`src/rtl/lsu_mem_stage.sv`:
```
`default_nettype none
`timescale 1ns/1ps
// ==========================================================================
// lsu_mem_stage : load/store sequencer in front of a big-endian data memory
// Rev 1.0
// ==========================================================================
module lsu_mem_stage #(
  parameter int ADDR_WIDTH  = 7,
  parameter int MEM_LATENCY = 1
) (
  input  logic        clk,
  input  logic        reset,
  input  logic        req_valid,
  output logic        req_ready,
  input  logic        req_is_ld,
  input  logic        req_is_st,
  input  logic [2:0]  req_funct3,
  input  logic [31:0] req_base,
  input  logic [31:0] req_offset,
  input  logic [31:0] req_store_data,
  input  logic [4:0]  req_rd,
  output logic [31:0] mem_address,
  output logic [31:0] operand2,
  output logic        is_ld,
  output logic        is_st,
  output logic [2:0]  load_variant,
  output logic [2:0]  store_variant,
  input  logic [31:0] load_data,
  output logic        wb_valid,
  input  logic        wb_ready,
  output logic        wb_we,
  output logic [4:0]  wb_rd,
  output logic [31:0] wb_data,
  output logic        wb_fault,
  output logic [31:0] wb_addr
);

  typedef enum logic [1:0] {
    IDLE  = 2'd0,
    ISSUE = 2'd1,
    RESP  = 2'd2
  } state_t;

  localparam logic [3:0] LAST_CNT = 4'(MEM_LATENCY - 1);

  state_t      state_q, state_d;
  logic [3:0]  cnt_q, cnt_d;
  logic        op_ld_q, op_ld_d;
  logic [4:0]  rd_q, rd_d;
  logic        req_ready_q, req_ready_d;
  logic [31:0] mem_address_q, mem_address_d;
  logic [31:0] operand2_q, operand2_d;
  logic        is_ld_q, is_ld_d;
  logic        is_st_q, is_st_d;
  logic [2:0]  load_variant_q, load_variant_d;
  logic [2:0]  store_variant_q, store_variant_d;
  logic        wb_valid_q, wb_valid_d;
  logic        wb_we_q, wb_we_d;
  logic [4:0]  wb_rd_q, wb_rd_d;
  logic [31:0] wb_data_q, wb_data_d;
  logic        wb_fault_q, wb_fault_d;
  logic [31:0] wb_addr_q, wb_addr_d;

  logic [31:0] eff_addr;
  logic        ld_f3_ok, st_f3_ok, misaligned, out_of_range, fault;

  // funct3[1:0] encodes the access size: 00 byte, 01 half, 10 word
  always_comb begin
    eff_addr     = req_base + req_offset;
    ld_f3_ok     = (req_funct3 == 3'b000) || (req_funct3 == 3'b001) || (req_funct3 == 3'b010) ||
                   (req_funct3 == 3'b100) || (req_funct3 == 3'b101);
    st_f3_ok     = (req_funct3 == 3'b000) || (req_funct3 == 3'b001) || (req_funct3 == 3'b010);
    misaligned   = ((req_funct3[1:0] == 2'b01) && eff_addr[0]) ||
                   ((req_funct3[1:0] == 2'b10) && (eff_addr[1:0] != 2'b00));
    out_of_range = (eff_addr >> ADDR_WIDTH) != 32'd0;
    fault        = (req_is_ld == req_is_st) || (req_is_ld && !ld_f3_ok) ||
                   (req_is_st && !st_f3_ok) || misaligned || out_of_range;
  end

  always_comb begin
    state_d         = state_q;
    cnt_d           = cnt_q;
    op_ld_d         = op_ld_q;
    rd_d            = rd_q;
    req_ready_d     = req_ready_q;
    mem_address_d   = mem_address_q;
    operand2_d      = operand2_q;
    is_ld_d         = is_ld_q;
    is_st_d         = is_st_q;
    load_variant_d  = load_variant_q;
    store_variant_d = store_variant_q;
    wb_valid_d      = wb_valid_q;
    wb_we_d         = wb_we_q;
    wb_rd_d         = wb_rd_q;
    wb_data_d       = wb_data_q;
    wb_fault_d      = wb_fault_q;
    wb_addr_d       = wb_addr_q;

    case (state_q)
      IDLE: begin
        req_ready_d = 1'b1;
        is_ld_d     = 1'b0;
        is_st_d     = 1'b0;
        if (req_valid && req_ready_q) begin
          req_ready_d = 1'b0;
          op_ld_d     = req_is_ld;
          rd_d        = req_rd;
          if (fault) begin
            // Faulting ops skip the memory entirely so no strobe ever rises
            state_d    = RESP;
            wb_valid_d = 1'b1;
            wb_fault_d = 1'b1;
            wb_we_d    = 1'b0;
            wb_data_d  = 32'd0;
            wb_rd_d    = req_rd;
            wb_addr_d  = eff_addr;
          end else begin
            state_d       = ISSUE;
            cnt_d         = 4'd0;
            mem_address_d = eff_addr;
            operand2_d    = req_store_data;
            is_ld_d       = req_is_ld;
            is_st_d       = req_is_st;
            if (req_is_ld) load_variant_d  = req_funct3;
            else           store_variant_d = req_funct3;
          end
        end
      end
      ISSUE: begin
        if (cnt_q == LAST_CNT) begin
          state_d    = RESP;
          is_ld_d    = 1'b0;
          is_st_d    = 1'b0;
          wb_valid_d = 1'b1;
          wb_fault_d = 1'b0;
          wb_we_d    = op_ld_q && (rd_q != 5'd0);
          wb_data_d  = op_ld_q ? load_data : 32'd0;
          wb_rd_d    = rd_q;
          wb_addr_d  = mem_address_q;
        end else begin
          cnt_d = cnt_q + 4'd1;
        end
      end
      RESP: begin
        if (wb_ready) begin
          state_d     = IDLE;
          wb_valid_d  = 1'b0;
          wb_we_d     = 1'b0;
          req_ready_d = 1'b1;
        end
      end
      default: begin
        state_d = IDLE;
      end
    endcase
  end

  always_ff @(posedge clk or posedge reset) begin
    if (reset) begin
      state_q         <= IDLE;
      cnt_q           <= 4'd0;
      op_ld_q         <= 1'b0;
      rd_q            <= 5'd0;
      req_ready_q     <= 1'b0;
      mem_address_q   <= 32'd0;
      operand2_q      <= 32'd0;
      is_ld_q         <= 1'b0;
      is_st_q         <= 1'b0;
      load_variant_q  <= 3'd0;
      store_variant_q <= 3'd0;
      wb_valid_q      <= 1'b0;
      wb_we_q         <= 1'b0;
      wb_rd_q         <= 5'd0;
      wb_data_q       <= 32'd0;
      wb_fault_q      <= 1'b0;
      wb_addr_q       <= 32'd0;
    end else begin
      state_q         <= state_d;
      cnt_q           <= cnt_d;
      op_ld_q         <= op_ld_d;
      rd_q            <= rd_d;
      req_ready_q     <= req_ready_d;
      mem_address_q   <= mem_address_d;
      operand2_q      <= operand2_d;
      is_ld_q         <= is_ld_d;
      is_st_q         <= is_st_d;
      load_variant_q  <= load_variant_d;
      store_variant_q <= store_variant_d;
      wb_valid_q      <= wb_valid_d;
      wb_we_q         <= wb_we_d;
      wb_rd_q         <= wb_rd_d;
      wb_data_q       <= wb_data_d;
      wb_fault_q      <= wb_fault_d;
      wb_addr_q       <= wb_addr_d;
    end
  end

  assign req_ready     = req_ready_q;
  assign mem_address   = mem_address_q;
  assign operand2      = operand2_q;
  assign is_ld         = is_ld_q;
  assign is_st         = is_st_q;
  assign load_variant  = load_variant_q;
  assign store_variant = store_variant_q;
  assign wb_valid      = wb_valid_q;
  assign wb_we         = wb_we_q;
  assign wb_rd         = wb_rd_q;
  assign wb_data       = wb_data_q;
  assign wb_fault      = wb_fault_q;
  assign wb_addr       = wb_addr_q;

endmodule
`default_nettype wire

```
`config.mk`:
```
export PLATFORM = sky130hd
export DESIGN_NAME = lsu_mem_stage
export DESIGN_NICKNAME = d
export VERILOG_FILES = /design/src/rtl/lsu_mem_stage.sv
export SDC_FILE = /design/constraint.sdc
export NUM_CORES = 1
export LEC_CHECK = 0
export ABC_AREA = 1
export BUFFER_PORTS_ARGS = -buffer_cell sky130_fd_sc_hd__buf_2
export CAP_MARGIN = 20
export CORE_MARGIN = 8
export CORE_UTILIZATION = 30
export DETAILED_ROUTE_END_ITERATION = 7
export GPL_TIMING_DRIVEN = 1
export PLACE_DENSITY = 0.62
export SYNTH_ARGS = -nofsm -noshare
export SYNTH_HDL_FRONTEND = slang
export SYNTH_SLANG_ARGS = --single-unit
export TNS_END_PERCENT = 20
```
`constraint.sdc`:
```
create_clock -name clk -period 6.3 [get_ports clk]
set_input_delay 0.63 -clock clk [delete_from_list [all_inputs] [get_ports clk]]
set_output_delay 0.63 -clock clk [all_outputs]
set_load 0.005 [all_outputs]
```
==> out/qor.yml <==
global_route:
  gr-usage-met3_pct: 3.56
  grt_overflow: 0
  grt_usage_pct: 16.6
  use_met1_pct: 21.6
  grt_pass1_wl_um: 48700
  antenna_found_initial: 0
  grt_use_met2_pct: 27.1
  grt_start_max_net_pins: 110
  busiest_layer: "met2"
  grt_pass1_vias: 9084
sta:
  worst_slack_ns: 2.72
  final.setup.tns_ns: 0
  clock_skew_ns: 0.0150
  slew_headroom_pct: 37.7
  rsz0062_at_grt: "false"
  hold_violations: 0
  max_freq_mhz: 280
  worstMarginPinSlew_ns: 0.931
  min_period_ns: 3.58
  fin_crit_sh_pct: 56.8
  maxSlewViolCount: 0
  final-setup-viol-count: 0
power_and_ir_drop:
  p_per_area_nw_per_um2: 335
  power.leakage_nw: 6.84
  vdd_drop_max_v: 0.000392
job:
  cap_violations: 0
clock_network:
  cts_setup_buffers: 0
  path_clk_slew_ns: 0.07
  cts_resized: 0
  hold_buffers: 0
  cts_tree: "done"
  cts.htree.levels: 4
  clockRootBuffer: "clkbuf_16"
  cts_buffer_depth: 2
  cts_sinks: 157
  numCtsBuffers: 17
  clkLatencyLatePin_ns: 0.43
worst_setup_path:
  start_kind: "input pin"
  arrival_ns: 3.89
  required_ns: 6.61
  cp-end-kind: "flop"
  worstSetupPathType: "in2reg"
  critPathMaxFanout: 45
routing:
  vias: 9185
  drt_iter0_markers: 592
  drc_errors: 0
  ant_nets: 0
  drt-wirelength-per-cell_um: 15.4
  drtPass1Iterations: 6
  viasPerCell: 4.55
  routed_wl_um: 31100
logic_synthesis:
  yosys_register_bits: 157
  synth.avg_cell_area_um2: 6.95
  synth_top_area_share_pct: 42.2
  ys_seq_area_share_pct: 42.2
  yosys.area.top_type: "dfrtp_1"
  synth_nets: 1519
  synthCells: 1340
  synth.area.top_cells: "dfrtp_1 42%, nand2_1 24%, inv_1 6.3%"
  synthesis.area_um2: 9310
  synth_warnings: 0
  synth.distinct_cells: 31
min_path:
  hp-class: "in2async"
floorplanning:
  coreArea_um2: 30600
  die-width_um: 192
  die_h_um: 192
  die-area_um2: 36900
  start_util_pct: 30.4
  rows: 64
  io_pins: 287
layout:
  drive_above_1_share_pct: 21.1
  fin_nets: 1787
  fillers: 3285
  syn2layout_area_growth_pct: 25.5
  antennaDiodeCount: 0
placed_design:
  portBuffers: 286
  gp_congestion: 0.894
  hpwlAfterDp_um: 23600
  preCtsSetupSlack_ns: 2.27
outcome:
  status: "completed"
-- logic make-up after synthesis --
| family | synth area share (%) |
|---|---|
| XOR/XNOR | 0.941 |
| adder cells (fa/ha/maj) | 5.06 |
| buffers and inverters | 9.38 |
| multiplexers | 0.121 |
| AO/OA/AOI/OAI | 4.91 |
| flip-flops | 42.2 |
| AND/OR/NAND/NOR | 37.4 |
-- cell type report --
| class | instances | area [µm²] | share of cell area (%) |
|---|---|---|---|
| inverters | 161 | 609 | 5.22 |
| repair buffers | 295 | 1550 | 13.3 |
| flip-flops and latches | 157 | 3930 | 33.6 |
| multi-input cells | 976 | 4520 | 38.7 |
| well taps | 396 | 495 | 4.24 |
| clock inverters | 14 | 149 | 1.27 |
| clock buffers | 18 | 429 | 3.67 |
-- stage by stage --
stage / power (W) / utilization [%] / area, µm² / instances / hold slack (ns)
2_1_floorplan: 0.00232 / - / 9310 / 1340 / 0.465
6_report: 0.00392 / 38.2 / 11700 / 2017 / 0.187
3_5_place_dp: 0.00292 / 36.1 / 11100 / 1983 / 0.453
5_1_grt: 0.00423 / 38.2 / 11700 / 2017 / 0.193
4_1_cts: 0.00397 / 38.0 / 11600 / 2015 / 0.374
3_3_place_gp: 0.00290 / 36.1 / 11100 / 1983 / 0.448
-- synth_stat cells (all sizes together) --
| cell type | instances |
|---|---|
| nor2 | 89 |
| xnor2 | 7 |
| dfrtp | 157 |
| nand4 | 13 |
| and2 | 2 |
| nor3 | 10 |
| nand2 | 607 |
| a21oi | 25 |
| clkbuf | 22 |
| xor2 | 3 |
| a31oi | 1 |
| nand3b | 41 |
| o21bai | 2 |
| o21ai | 59 |
| mux2 | 1 |
| a21boi | 1 |
| buf | 24 |
| and3 | 1 |
| fa | 1 |
| ha | 36 |
| inv | 161 |
| nand3 | 76 |
| a211oi | 1 |
-- critical path: stages --
cell	delay [ns]
buf_2	0.10
ha_1	0.24
fa_1	0.42
nand2_1	0.10
nand2_1	0.07
nand3_1	0.07
nand2_1	0.13
nand2_1	0.14
nand2_1	0.08
nand2_1	0.12
nand2_1	0.06
nand2_1	0.06
nand2_1	0.12
nor2_1	0.16
nand3_2	0.22
nor2_4	0.25
nand2_2	0.57
nand2_1	0.23
nand2_1	0.07
-- cell usage in the layout (no fill, tap or decap), types with 2 or more instances in the layout --
cell / n
inv_1: 155
o21ai_0: 51
and2_1: 2
xor2_1: 3
a21oi_1: 25
buf_16: 2
clkbuf_16: 17
inv_8: 4
xnor2_1: 7
clkinvlp_4: 4
dfrtp_1: 157
nand3b_1: 41
inv_2: 5
o21bai_1: 2
nand2_2: 4
o21ai_1: 8
ha_1: 35
buf_2: 286
inv_6: 5
nand2_1: 603
nor2_4: 2
buf_4: 6
nand3_1: 75
nand4_1: 13
nor2_1: 87
nor3_1: 9
-- state kept, by name, indices dropped and copies added, names as in the netlist --
name / flops
operand2: 32
is_st: 1
cnt_q: 4
op_ld_q: 1
wb_valid: 1
req_ready: 1
load_variant: 3
state_q: 2
rd_q: 5
mem_address: 32
wb_data: 32
wb_rd: 5
wb_we: 1
is_ld: 1
wb_addr: 32
store_variant: 3
wb_fault: 1
-- path summary, 6_finish.rpt --
kind / start / end / slack, ns / depth (start not counted)
max: req_base[0] / operand2[5] / 2.72 / 19
min: reset / operand2[26] / 0.19 / 2
max reg2reg: state_q[1] / wb_addr[21] / 2.94 / 11
min reg2reg: wb_addr[29] / wb_addr[29] / 0.46 / 2
max in group asynchronous: reset / operand2[1] / 4.71 / 4
min in group clk: req_store_data[26] / operand2[26] / 0.39 / 3
-- metal layers --
metal  vias to the layer above  share of wire [%]
met1                      4178                 45
met4                         0                2.2
met5                         -                  0
met2                       286                 46
li1                       4682                  -
met3                        39                7.0
-- power by group --
part / internal, W / switching, W
combinational: 0.000531 / 0.000982
clock: 0.000560 / 0.000468
sequential: 0.00125 / 0.000133
Note: power is estimated with default switching activity, not from simulation.
